--- src/rtl/booth_pkg.sv ---
// Shared types for the sequential radix-2 Booth multiplier:
// controller state encoding and the Booth pair codes for {Q[0],qm1}.
package booth_pkg;

  typedef enum logic [1:0] {
    IDLE = 2'b00,
    RUN  = 2'b01,
    DONE = 2'b10
  } state_t;

  localparam logic [1:0] BOOTH_NOP = 2'b00;
  localparam logic [1:0] BOOTH_ADD = 2'b01;
  localparam logic [1:0] BOOTH_SUB = 2'b10;

endpackage

--- src/rtl/booth_seq_ctrl.sv ---
// Booth multiplier control: IDLE/RUN/DONE FSM plus the iteration counter.
// Issues capture (ld), iterate (step) and product-register (fin) strobes.
module booth_seq_ctrl
  import booth_pkg::*;
#(
  parameter int unsigned W = 8
) (
  input  logic clk,
  input  logic rst_n,
  input  logic start,
  input  logic abort,
  output logic ld,
  output logic step,
  output logic fin,
  output logic busy,
  output logic done
);

  localparam int unsigned CNT_W = $clog2(W + 2);
  localparam logic [CNT_W-1:0] ITER = CNT_W'(W + 1);

  state_t           state_q, state_d;
  logic [CNT_W-1:0] cnt_q;
  logic             last;

  assign last = (cnt_q == CNT_W'(1));

  always_ff @(posedge clk or negedge rst_n) begin
    if (!rst_n) begin
      state_q <= IDLE;
    end else begin
      state_q <= state_d;
    end
  end

  always_ff @(posedge clk or negedge rst_n) begin
    if (!rst_n) begin
      cnt_q <= '0;
    end else if (ld) begin
      cnt_q <= ITER;
    end else if (step) begin
      cnt_q <= cnt_q - CNT_W'(1);
    end
  end

  // fin fires on the final step so the product lands together with DONE
  always_comb begin
    state_d = state_q;
    ld      = 1'b0;
    step    = 1'b0;
    fin     = 1'b0;
    unique case (state_q)
      IDLE: begin
        if (start && !abort) begin
          ld      = 1'b1;
          state_d = RUN;
        end
      end
      RUN: begin
        if (abort) begin
          state_d = IDLE;
        end else begin
          step = 1'b1;
          if (last) begin
            fin     = 1'b1;
            state_d = DONE;
          end
        end
      end
      DONE:    state_d = IDLE;
      default: state_d = IDLE;
    endcase
  end

  assign busy = (state_q != IDLE);
  assign done = (state_q == DONE);

endmodule

--- src/rtl/booth_mult_seq.sv ---
// Sequential radix-2 Booth multiplier, W-bit operands, 2W-bit product.
// Operands are extended to W+1 bits so signed and unsigned share one datapath.
module booth_mult_seq
  import booth_pkg::*;
#(
  parameter int unsigned W = 8
) (
  input  logic           clk,
  input  logic           rst_n,
  input  logic           start,
  input  logic           signed_mode,
  input  logic [W-1:0]   multiplicand,
  input  logic [W-1:0]   multiplier,
  input  logic           abort,
  output logic           busy,
  output logic           done,
  output logic [2*W-1:0] product
);

  localparam int unsigned E = W + 1;

  logic [E-1:0] a_q, q_q, m_q;
  logic         qm1_q;
  logic [E-1:0] m_ext, q_ext;
  logic [E-1:0] a_sum, a_nx, q_nx;
  logic         qm1_nx;
  logic         ld, step, fin;

  booth_seq_ctrl #(.W(W)) u_ctrl (
    .clk   (clk),
    .rst_n (rst_n),
    .start (start),
    .abort (abort),
    .ld    (ld),
    .step  (step),
    .fin   (fin),
    .busy  (busy),
    .done  (done)
  );

  assign m_ext = {signed_mode & multiplicand[W-1], multiplicand};
  assign q_ext = {signed_mode & multiplier[W-1], multiplier};

  always_comb begin
    a_sum = a_q;
    unique case ({q_q[0], qm1_q})
      BOOTH_SUB: a_sum = a_q - m_q;
      BOOTH_ADD: a_sum = a_q + m_q;
      default:   a_sum = a_q;
    endcase
    a_nx   = {a_sum[E-1], a_sum[E-1:1]};
    q_nx   = {a_sum[0], q_q[E-1:1]};
    qm1_nx = q_q[0];
  end

  always_ff @(posedge clk or negedge rst_n) begin
    if (!rst_n) begin
      a_q   <= '0;
      q_q   <= '0;
      m_q   <= '0;
      qm1_q <= 1'b0;
    end else if (ld) begin
      a_q   <= '0;
      q_q   <= q_ext;
      m_q   <= m_ext;
      qm1_q <= 1'b0;
    end else if (step) begin
      a_q   <= a_nx;
      q_q   <= q_nx;
      qm1_q <= qm1_nx;
    end
  end

  // Low 2W bits of {A,Q} after the last shift; the true product always fits there
  always_ff @(posedge clk or negedge rst_n) begin
    if (!rst_n) begin
      product <= '0;
    end else if (fin) begin
      product <= {a_nx[W-2:0], q_nx};
    end
  end

endmodule

--- config.mk ---
export PLATFORM = sky130hd
export DESIGN_NAME = booth_mult_seq
export DESIGN_NICKNAME = d
export VERILOG_FILES = /design/src/rtl/booth_pkg.sv /design/src/rtl/booth_seq_ctrl.sv /design/src/rtl/booth_mult_seq.sv
export SDC_FILE = /design/constraint.sdc
export NUM_CORES = 1
export LEC_CHECK = 0
export CAP_MARGIN = 20
export CORE_MARGIN = 2
export CORE_UTILIZATION = 48
export DETAILED_ROUTE_END_ITERATION = 7
export PLACE_DENSITY = 0.72
export SETUP_SLACK_MARGIN = 0.4
export SLEW_MARGIN = 20
export SYNTH_ARGS = -nofsm -noshare
export SYNTH_HDL_FRONTEND = slang
export SYNTH_SLANG_ARGS = --single-unit
--- constraint.sdc ---
create_clock -name clk -period 3.4 [get_ports clk]
set_input_delay 0.85 -clock clk [delete_from_list [all_inputs] [get_ports clk]]
set_output_delay 0.85 -clock clk [all_outputs]
set_load 0.03 [all_outputs]
-- Word-level counts from Yosys, hierarchy flattened
Index checks and enable logic that the tools add are counted.
- add/subtract/negate cells: 3
- equality and inequality tests: 7
- muxes and demuxes: 20
- bitwise gates (word level): 2
- reduce and logical (&&, ||, !) cells: 6
- operator list (operator ; number):
    $mux 9 ; 4
    $pmux 9 s2 ; 1
    $add 9x9->9 ; 1
    $mux 1 ; 9
    $sub 9x9->9 ; 1
    $mux 4 ; 2
    $mux 2 ; 3
    $eq 2x1->1 const B ; 2
    $eq 2x2->1 const B ; 2
    $eq 4x1->1 const B ; 1
    $pmux 2 s2 ; 1
    $reduce_bool 2->1 ; 2
    $sub 4x1->4 const B ; 1
    $ne 3x2->1 const B ; 1
    $and 1x1->1 ; 2
    $logic_not 2->1 ; 1
    $ne 2x1->1 const B ; 1
    $reduce_and 2->1 ; 1
    $logic_and 1x1->1 ; 1
    $logic_not 1->1 ; 1
- register bits: 50
- input bits: 21
- output and inout bits: 18
- word-level logic and storage cells: 45

-- Longest topological paths before layout
Gate-level depths: netlist of the first run.
- depth in word-level cells: 5
- gate-level depth with buffers: 12
- mapped depth without buffers: 11

-- Hierarchy
A second synthesis of the first run with hierarchy kept.
- cell total of the unflattened synthesis: 256
- area total of the unflattened synthesis: 2681.3 um^2
- modules (own cells, without submodules) (module ; times used ; cells each ; area an instance (um^2) ; seq. area each (um^2)):
    booth_mult_seq ; 1 ; 226 ; 2338.5 ; 1076.0
    booth_seq_ctrl ; 1 ; 30 ; 342.8 ; 150.1

-- Least setup slack after synthesis of the first run
Ideal clock, no wire load.
- path type: register to register
- from: register q_q[0]
- to: register a_q[7]
- library setup time: 0.079 ns
- arrival: 2.442 ns
- required time: 3.321 ns
- slack: 0.879 ns
- stages on the path, launching flop included: 12
- buffers on the path: 1
- period minus slack after synthesis: 2.521 ns
- cells stage by stage: dfrtp_1 inv_1 ha_1 buf_2 mux2_2 fa_1 a211oi_1 o21ai_1 o31ai_4 xnor2_1 nor3_2 mux2i_1
- word-level cells in the longest chain between the ends: 4
- elaborated cells on any way between the ends: 5
- those cells by class: eq/ne: 2; mux: 3
- RTL lines (item ; RTL line ; source):
    start: declaration ; booth_mult_seq.sv:22 ; logic [E-1:0] a_q, q_q, m_q;
    start signal: assignment ; booth_mult_seq.sv:64 ; q_q <= q_ext;
    start signal: assignment ; booth_mult_seq.sv:69 ; q_q <= q_nx;
    $eq 2x1->1 / $eq 2x2->1 (equally long branches) ; booth_mult_seq.sv:46 ; unique case ({q_q[0], qm1_q})
    $pmux 9 s2 * ; booth_mult_seq.sv:46 ;
    $mux 9 * ; booth_mult_seq.sv:67 ; end else if (step) begin
    $mux 9 * ; booth_mult_seq.sv:62 ; end else if (ld) begin
    end signal: assignment ; booth_mult_seq.sv:68 ; a_q <= a_nx;
    end: declaration ; booth_mult_seq.sv:22 ;
Every way passes the cells marked *; elsewhere a longest branch is shown, timed or not. The select of a mux whose other input is x is not followed.
A chain may end at the register's enable or synchronous reset.

-- Worst setup path in the final report of the first run
Same ends and word-level chain as after synthesis.

==> results of run 1 <==
metrics by stage:
stage          hold slack [ns]  worst slack (ns)  utilization [%]  instances  cell area [sq um]
4_1_cts                  0.488             0.639             60.3        388               3080
3_5_place_dp             0.463             0.653             58.6        380               3000
3_3_place_gp             0.461             0.758             58.6        380               3000
2_1_floorplan            0.460             0.879                -        278               2550
5_1_grt                  0.507             0.463             60.4        388               3080
6_report                 0.481             0.649             60.4        388               3080
area by class of cell:
| cell class | instances | area [sq um] |
|---|---|---|
| Clock buffer | 6 | 72.6 |
| Inverter | 7 | 26.3 |
| Multi-Input combinational cell | 212 | 1250 |
| Sequential cell | 49 | 1230 |
| Clock inverter | 2 | 13.8 |
| Tap cell | 70 | 87.6 |
| Timing Repair Buffer | 42 | 408 |
| Fill cell | 476 | 2020 |
critical path, delay by kind of cell, from the launching register on:
kind | cells | cell delay (ns)
flops | 1 | 0.36
mux | 2 | 0.62
buf+inv | 1 | 0.08
simple gates | 1 | 0.13
fa+ha+maj | 2 | 0.79
xor+xnor | 1 | 0.10
compound gates | 3 | 0.59
cells in the mapped netlist (3+ instances only):
| master | count | area share [%] |
|---|---|---|
| nor2_1 | 16 | 2.4 |
| nor3_1 | 3 | 0.59 |
| nand3_1 | 4 | 0.79 |
| nand2_1 | 84 | 12 |
| buf_2 | 6 | 1.2 |
| clkbuf_1 | 4 | 0.59 |
| inv_1 | 6 | 0.88 |
| xnor2_1 | 6 | 2.1 |
| a21oi_1 | 14 | 2.8 |
| o21ai_0 | 5 | 0.98 |
| xor2_1 | 10 | 3.4 |
| a21o_1 | 3 | 0.88 |
| a31oi_1 | 6 | 1.5 |
| dfrtp_1 | 49 | 48 |
| mux2i_1 | 4 | 1.6 |
| ha_1 | 12 | 5.9 |
| o21ai_1 | 18 | 3.5 |
worst max-delay path by stage:
stage / start / end / cells after the start
2_1_floorplan: q_q[0] / a_q[7] / 11
3_3_place_gp: q_q[0] / a_q[7] / 10
3_5_place_dp: q_q[0] / a_q[7] / 10
4_1_cts: q_q[0] / a_q[7] / 10
5_1_grt: q_q[0] / a_q[7] / 10
6_report: q_q[0] / a_q[7] / 10
cells by family after synthesis:
kind of cell / Yosys count / share of synthesized area, %
XOR/XNOR: 16 / 5.50
adder cells (fa/ha/maj): 13 / 6.68
AND/OR/NAND/NOR: 121 / 21.1
flip-flops: 49 / 48.1
multiplexers: 6 / 2.46
buffers and inverters: 17 / 2.80
AO/OA/AOI/OAI: 56 / 13.4
per-layer routing:
| metal | track usage (%) | share of wire (%) | vias up | routed length [microns] |
|---|---|---|---|---|
| li1 | - | - | 1013 | - |
| met1 | 26.6 | 46 | 984 | 2530 |
| met2 | 33.3 | 49 | 31 | 2690 |
| met3 | 3.65 | 3.4 | 6 | 187 |
| met4 | 6.36 | 1.3 | 0 | 72 |
| met5 | 0 | 0 | - | 0 |
power groups by stage:
| stage | sequential [W] | combinational (W) | clock (W) |
|---|---|---|---|
| 3_3_place_gp | 0.000971 | 0.00144 | 0 |
| 4_1_cts | 0.000970 | 0.00149 | 0.000362 |
| 5_1_grt | 0.00100 | 0.00165 | 0.000384 |
| 6_report | 0.000968 | 0.00148 | 0.000355 |
| 2_1_floorplan | 0.00110 | 0.000934 | 0 |
| 3_5_place_dp | 0.000981 | 0.00148 | 0 |
sequential cells by signal (all words and copies together), names as in the netlist:
name            flops
a_q                 8
m_q                 9
product            16
q_q                 9
qm1_q               1
u_ctrl.cnt_q        4
u_ctrl.state_q      2
==> flow_summary.json, run 1 <==
{
  "status": "finished clean",
  "rows": 26,
  "setup_tns_ns": 0,
  "grt_pass1_wl_microns": 9540,
  "ys_ff_latch": 49,
  "p_comb_share_pct": 52.8,
  "synth_edf_count": 0,
  "drc": 0,
  "synth_area_sq_um": 2550,
  "hold_viol_final": 0,
  "grt_remaining_overflow": 0,
  "hp-class": "reg -> reg",
  "max_stage_delay_ns": 0.45,
  "setup_viol": 0,
  "maxSlewHeadroom_pct": 49.5,
  "grt_pass1_vias": 2035,
  "seq_area_frac_synth_pct": 48.1,
  "async_flop_share_pct": 100,
  "die_x_microns": 76.9,
  "critical_path.max_fanout": 8,
  "path_cells": "inv_1 -> ha_1 -> mux2_2 -> fa_1 -> a211oi_1 -> o21ai_1 -> o31ai_4 -> xnor2_1 -> nor3_2 -> mux2i_1",
  "ff2ff_setup_slack_ns": 0.65,
  "clock-sinks": 49,
  "viasPerCell": 5.24,
  "cts_hold_buf": 0,
  "num_antenna_cells": 0,
  "vdd_drop_max_uv": 430,
  "min_period_over_period_pct": 80.9,
  "skew_ns": 0.0104,
  "gp_congestion": 0.813,
  "p_sw_w": 0.00123,
  "yosysUniqueCellTypes": 40,
  "antenna_found_initial": 0,
  "clk_pin_slew_ns": 0.10,
  "final_cell_mix": "84 x nand2_1, 49 x dfrtp_1, 37 x clkdlybuf4s50_1",
  "min_from": "product[5]",
  "power_w": 0.00280,
  "tightest_slew_ns": 0.758,
  "reg2reg_depth": 10,
  "track_usage_pct": 20.1,
  "r2r_end": "a_q[7]",
  "cts_buffer_depth": 2,
  "wirelength_microns": 5470,
  "required_ns": 3.64,
  "core_area_sq_um": 5110,
  "ctsResizeCount": 0,
  "num_vias": 2034,
  "r2r-start": "q_q[0]",
  "synth_nets": 312,
  "drtIter0Drc": 117,
  "cp-end-kind": "register",
  "swShare_pct": 43.8,
  "start_kind": "register",
  "syn_inst": 278,
  "hpwl_microns": 3950,
  "min_path_cells": 2,
  "drive_gt1_share_pct": 6.92,
  "cts_tree": "built",
  "period_minus_slack_ns": 2.75,
  "htreeDepth": 2,
  "dieArea_sq_um": 5910,
  "antenna_left": 0,
  "fp.dieH_microns": 76.9,
  "numCtsBuffers": 5,
  "rsz0062_at_grt": "no",
  "cp_slowest_cell": "fa_1",
  "final_common_cell": "nand2_1",
  "p_per_area_nw_per_um2": 908,
  "wl_per_cell_microns": 14.1,
  "arrival_ns": 2.99,
  "worstSetupPathType": "reg -> reg",
  "yosysWarnings": 0,
  "max_freq_mhz": 364,
  "root_buffer": "clkbuf_8",
  "maxSlewViolCount": 0,
  "cts_setup_buffers": 0,
  "clock_latency_ns": 0.31,
  "drv_cap": 0,
  "nets": 351,
  "grt_max_degree": 50,
  "clkPwrFrac_pct": 12.7,
  "ys.flop_type": "dfrtp_1",
  "syn_to_final_growth_pct": 21.1,
  "drtPass1Iterations": 4,
  "io_buffer_count": 38,
  "initial_core_util_pct": 49.9,
  "syn_area_per_cell_sq_um": 9.16,
  "ios": 39,
  "hold_end": "product[5]",
  "p_seq_share_pct": 34.6,
  "intPower_w": 0.00157,
  "leakagePower_nw": 1.45
}
Note: power is estimated with default switching activity, not from simulation.
==> inputs of run 2 (changes only) <==
--- a/config.mk
+++ b/config.mk
@@ -9,7 +9,7 @@
 export CORE_MARGIN = 2
 export CORE_UTILIZATION = 48
 export DETAILED_ROUTE_END_ITERATION = 7
-export PLACE_DENSITY = 0.72
+export PLACE_DENSITY = 0.75
 export SETUP_SLACK_MARGIN = 0.4
 export SLEW_MARGIN = 20
 export SYNTH_ARGS = -nofsm -noshare
==> constraint.sdc (replaced) <==
create_clock -name clk -period 2.3 [get_ports clk]
set_input_delay 0.575 -clock clk [delete_from_list [all_inputs] [get_ports clk]]
set_output_delay 0.575 -clock clk [all_outputs]
set_load 0.03 [all_outputs]
==> run 2 against run 1 <==
Net effect:
- largest power group unchanged
- die area unchanged
- critical path type unchanged
- critical path depth rose by 1
- cell count is 5.9% higher
- non-clock buffer count increased by 24
- the run now ends with negative setup slack left
- register-to-register slack worse by 0.69 ns
- maximum frequency increased by 17%
==> flow_summary.json, run 2 (synthesis gave the netlist of run 1 again) <==
{
  "cp.buffers_inverters": 1,
  "status": "finished with violations",
  "place_ws_ns": -0.00859,
  "start_kind": "register",
  "reg_top3": "product: 16 flops, m_q: 9 flops, q_q: 9 flops",
  "maxSlewHeadroom_pct": 65.4,
  "fp.dieH_microns": 76.9,
  "r2r-start": "m_q[1]",
  "arrival_ns": 2.59,
  "wl_per_cell_microns": 14.1,
  "tightest_slew_ns": 0.518,
  "cp-end-kind": "register",
  "worst_hold_slack_ns": 0.234,
  "grt_max_degree": 25,
  "critPathMostFrequentCell": "a21oi_2",
  "stdcell_count": 411,
  "rsz0062_at_grt": "yes",
  "io_buffer_count": 38,
  "required_ns": 2.54,
  "hpwl_microns": 4120,
  "ios": 39,
  "setup_viol": 3,
  "skew_ns": 0.00475,
  "clk_pin_slew_ns": 0.09,
  "numCtsBuffers": 5,
  "drive_gt1_share_pct": 20.8,
  "final_cell_mix": "84 x nand2_1, 47 x dfrtp_1, 25 x buf_4",
  "num_antenna_cells": 0,
  "grt_pass1_vias": 2195,
  "num_vias": 2122,
  "clock-sinks": 49,
  "drc": 0,
  "crit_path_start": "m_q[1]",
  "clock_latency_ns": 0.30,
  "htreeDepth": 2,
  "final_common_cell": "nand2_1",
  "initial_core_util_pct": 49.9,
  "die_x_microns": 76.9,
  "dp_cells": 396,
  "p_per_area_nw_per_um2": 1380,
  "cts_tree": "built",
  "critical_path.max_fanout": 4,
  "viasPerCell": 5.16,
  "largest_reg_flops": 16,
  "hp-class": "in -> async",
  "path_cells": "buf_6 -> nor3_4 -> nor2_2 -> xor2_1 -> ha_1 -> a21o_1 -> a21oi_2 -> a21oi_1 -> a41o_1 -> a21oi_2 -> mux2_4",
  "cts_hold_buf": 0,
  "cp_slowest_cell": "dfrtp_1",
  "drtPass1Iterations": 4,
  "dieArea_sq_um": 5910,
  "setup_slack_ns": -0.0414,
  "grt_pass1_wl_microns": 10300,
  "worstSetupPathType": "reg -> reg",
  "antenna_found_initial": 0,
  "max_freq_mhz": 427,
  "drv_cap": 0,
  "vdd_drop_max_uv": 619,
  "syn_to_final_growth_pct": 31.9,
  "gp_congestion": 0.913,
  "cp_top_family": "compound AO/OA/AOI/OAI gates",
  "antenna_left": 0,
  "period_minus_slack_ns": 2.34,
  "max_stage_delay_ns": 0.41,
  "track_usage_pct": 21.5,
  "drtIter0Drc": 78,
  "min_period_over_period_pct": 102,
  "cts_buffer_depth": 2,
  "wirelength_microns": 5780,
  "leakagePower_nw": 1.65,
  "core_area_sq_um": 5110,
  "maxSlewViolCount": 0,
  "grt_remaining_overflow": 0,
  "hold_viol_final": 0,
  "max_flop_register": "product",
  "violations": "negative setup slack",
  "rows": 26,
  "root_buffer": "clkbuf_8",
  "nets": 375
}
run 2: per-layer routing:
metal	vias up	wire length (microns)	track usage, %	part of all wire, %
li1	1063	-	-	-
met5	-	0	0	0
met2	51	2780	35.4	48
met3	11	252	4.47	4.4
met1	997	2650	28.7	46
met4	0	94	6.55	1.6
run 2: worst paths after layout:
check	endpoint	slack [ns]	cells past startpoint
worst max-delay path	product[15]	-0.04	11
worst min-delay path	a_q[2]	0.23	1
worst max register to register	product[15]	-0.04	11
worst min register to register	product[0]	0.48	2
max in group asynchronous	m_q[3]	1.47	2
min in group clk	product[0]	0.48	2
run 2: what timing repair did:
action	in CTS	in global routing
buffers inserted	6	2
pin swaps	8	10
setup endpoints to repair	31	20
gates resized for setup	29	13
run 2: power breakdown:
group | switching, W | internal [W] | leakage [nW]
Clock | 0.000280 | 0.000239 | 0.0443
Sequential | 0.000260 | 0.00117 | 0.626
Combinational | 0.00146 | 0.00122 | 0.977
Total | 0.00200 | 0.00263 | 1.65
run 2: layout make-up:
type | count | area [sq um]
clock buffers | 7 | 86.3
fillers | 434 | 1750
inverters | 7 | 26.3
multi-input cells | 212 | 1360
flip-flops and latches | 49 | 1230
well taps | 70 | 87.6
repair buffers | 66 | 571
run 2: metrics by stage:
step	area, sq um	power [W]	setup TNS, ns	util, %
final	3360	0.00463	-0.0805	65.8
after global routing	3360	0.00503	-1.25	65.8
after CTS	3310	0.00448	0	64.8
after detailed placement	3160	0.00386	-0.00859	61.8
after global placement	3160	0.00382	0	61.8
after floorplan	2600	0.00311	0	-
==> inputs of run 3 (changes only) <==
--- a/config.mk
+++ b/config.mk
@@ -7,9 +7,8 @@
 export LEC_CHECK = 0
 export CAP_MARGIN = 20
 export CORE_MARGIN = 2
-export CORE_UTILIZATION = 48
+export CORE_UTILIZATION = 40
 export DETAILED_ROUTE_END_ITERATION = 7
-export PLACE_DENSITY = 0.75
 export SETUP_SLACK_MARGIN = 0.4
 export SLEW_MARGIN = 20
 export SYNTH_ARGS = -nofsm -noshare
==> run 3 against run 2 <==
Net effect:
- the run still ends with negative setup slack left
- non-clock buffer count fell by 2
- sequential power barely moved
- global-route usage fell by 3.5 points
- sequential cell count did not move
- setup slack improved by 0.019 ns
- clock skew rose by 0.0014 ns
- via count fell by 1.8%
==> flow_summary.json, run 3 (synthesis gave the netlist of run 1 again) <==
{
  "status": "finished with violations",
  "violations": "negative setup slack",
  "drtIter0Drc": 97,
  "die_x_microns": 83.8,
  "power_w": 0.00460,
  "htreeDepth": 2,
  "final_common_cell": "nand2_1",
  "root_buffer": "clkbuf_8",
  "p_seq_share_pct": 31.0,
  "drv_cap": 0,
  "fp.dieH_microns": 83.8,
  "cts_tree": "built",
  "hold_viol_final": 0,
  "nFillCells": 595,
  "final_area_sq_um": 3350,
  "setup_slack_ns": -0.0220,
  "grt_remaining_overflow": 0,
  "seqCellArea_sq_um": 1230,
  "drc": 0,
  "cp_slowest_cell": "dfrtp_1",
  "tightest_slew_ns": 0.600,
  "viasPerCell": 5.00,
  "multi_input_area_sq_um": 1350,
  "arrival_ns": 2.51,
  "max_freq_mhz": 431,
  "dieArea_sq_um": 7020,
  "io_buffer_count": 38,
  "clkPwrFrac_pct": 11.1,
  "num_vias": 2084,
  "grt_max_degree": 27,
  "wirelength_microns": 6040,
  "grt_pass1_wl_microns": 10100,
  "num_antenna_cells": 0,
  "hpwl_microns": 4280,
  "busiest_layer": "met2",
  "place_ws_ns": -0.0246,
  "final_cell_mix": "84 x nand2_1, 47 x dfrtp_1, 23 x buf_4",
  "hp-class": "in -> async",
  "start_kind": "register",
  "ios": 39,
  "critical_path.max_fanout": 2,
  "p_comb_share_pct": 57.9,
  "required_ns": 2.49,
  "p_per_area_nw_per_um2": 1380,
  "largest_reg_flops": 16,
  "p_sw_w": 0.00199,
  "antenna_found_initial": 0,
  "dp_cells": 402,
  "worstSetupPathType": "reg -> reg",
  "cts_buffer_depth": 2,
  "maxSlewViolCount": 0,
  "numCtsBuffers": 5,
  "rows": 29,
  "cp-end-kind": "register",
  "placed_area_sq_um": 3170,
  "fin_util_pct": 53.6,
  "nets": 373,
  "grtUsageMet1_pct": 22.4,
  "clk_pin_slew_ns": 0.09,
  "path_cells": "inv_2 -> ha_4 -> mux2_4 -> fa_2 -> buf_6 -> a21o_1 -> a21oi_2 -> xor2_1 -> nor2_1 -> a21oi_2 -> o21ai_1",
  "clock_latency_ns": 0.30,
  "skew_ns": 0.00612,
  "swShare_pct": 43.1,
  "syn_to_final_growth_pct": 31.4,
  "max_flop_register": "product",
  "max_stage_delay_ns": 0.40,
  "min_period_over_period_pct": 101,
  "vdd_drop_max_uv": 562,
  "core_area_sq_um": 6240,
  "stdcell_count": 417,
  "setup_viol": 4,
  "maxSlewHeadroom_pct": 60.0,
  "reg2reg_depth": 11,
  "wl_per_cell_microns": 14.5,
  "grt_pass1_vias": 2128,
  "initial_core_util_pct": 40.8,
  "rsz0062_at_grt": "yes",
  "leakagePower_nw": 1.64,
  "met3_usage_pct": 3.26,
  "drtPass1Iterations": 4,
  "period_minus_slack_ns": 2.32,
  "grt.met2_usage_pct": 32.3,
  "critPathMostFrequentCell": "a21oi_2",
  "clock-sinks": 49,
  "gp_congestion": 0.906,
  "drive_gt1_share_pct": 20.0,
  "intPower_w": 0.00262,
  "reg_top3": "product: 16 flops, m_q: 9 flops, q_q: 9 flops",
  "track_usage_pct": 18.1,
  "antenna_left": 0
}
==> run 3: cell types whose count changed in the layout (fill, tap and decap cells not counted), moves of 2 or more <==
| cell | previous run | this run |
|---|---|---|
| nor2_1 | 14 | 16 |
| nor2_2 | 2 | 0 |
| clkinv_2 | 0 | 2 |
| buf_4 | 25 | 23 |
| o21ai_0 | 4 | 2 |
| o21ai_1 | 17 | 19 |
| nor3_2 | 1 | 3 |
==> run 3: area by class of cell <==
| type | count | share of cell area [%] |
|---|---|---|
| Clock buffer | 6 | 2.17 |
| Inverter | 7 | 0.785 |
| Clock inverter | 2 | 0.299 |
| Sequential cell | 49 | 36.7 |
| Multi-Input combinational cell | 212 | 40.3 |
| Timing Repair Buffer | 64 | 16.9 |
| Tap cell | 77 | 2.88 |
==> run 3: timing repair <==
action | CTS | global route
pin swaps | 10 | 8
cloned | 0 | 0
resized for setup | 31 | 8
setup endpoints to repair | 31 | 15
buffers inserted | 3 | 4
hold buffers | 0 | 0
==> run 3: path summary, 6_finish.rpt <==
kind                       startpoint          to  slack (ns)
setup reg to reg               m_q[0]      a_q[3]       -0.02
hold reg to reg            product[6]  product[6]        0.48
min in group clk           product[6]  product[6]        0.48
hold / removal                  rst_n      m_q[2]        0.27
max in group asynchronous       rst_n      a_q[7]        1.48
setup / recovery               m_q[0]      a_q[3]       -0.02
==> run 3: worst max-delay path, delay by kind of cell, from the launching register on <==
family	cells	cell delay [ns]
AOI/OAI and AO/OA	4	0.51
xor gates and xnor gates	1	0.16
adders and majority gates	2	0.56
buffers and inverters	2	0.22
DFF	1	0.40
muxes	1	0.28
and+or+nand+nor	1	0.07
==> run 3: per-stage QoR <==
step                      TNS, ns  hold WS [ns]
after floorplan                 0         0.279
after global placement          0         0.461
after detailed placement  -0.0378         0.465
after CTS                 -0.0441         0.286
after global routing        -1.16         0.302
final                     -0.0734         0.268
==> run 3: power by group through the flow <==
stage / logic (W) / registers, W / clock network [W]
floorplan: 0.00148 / 0.00163 / 0
global placement: 0.00244 / 0.00143 / 0
detailed placement: 0.00246 / 0.00144 / 0
CTS: 0.00254 / 0.00143 / 0.000524
global route: 0.00294 / 0.00148 / 0.000554
finish: 0.00267 / 0.00143 / 0.000511
==> run 3: layer usage <==
metal	vias to the layer above	share of wire, %	routed length, microns
met3	6	2.2	132
met1	1004	46	2760
li1	1053	-	-
met5	-	0	0
met2	21	51	3070
met4	0	1.2	75
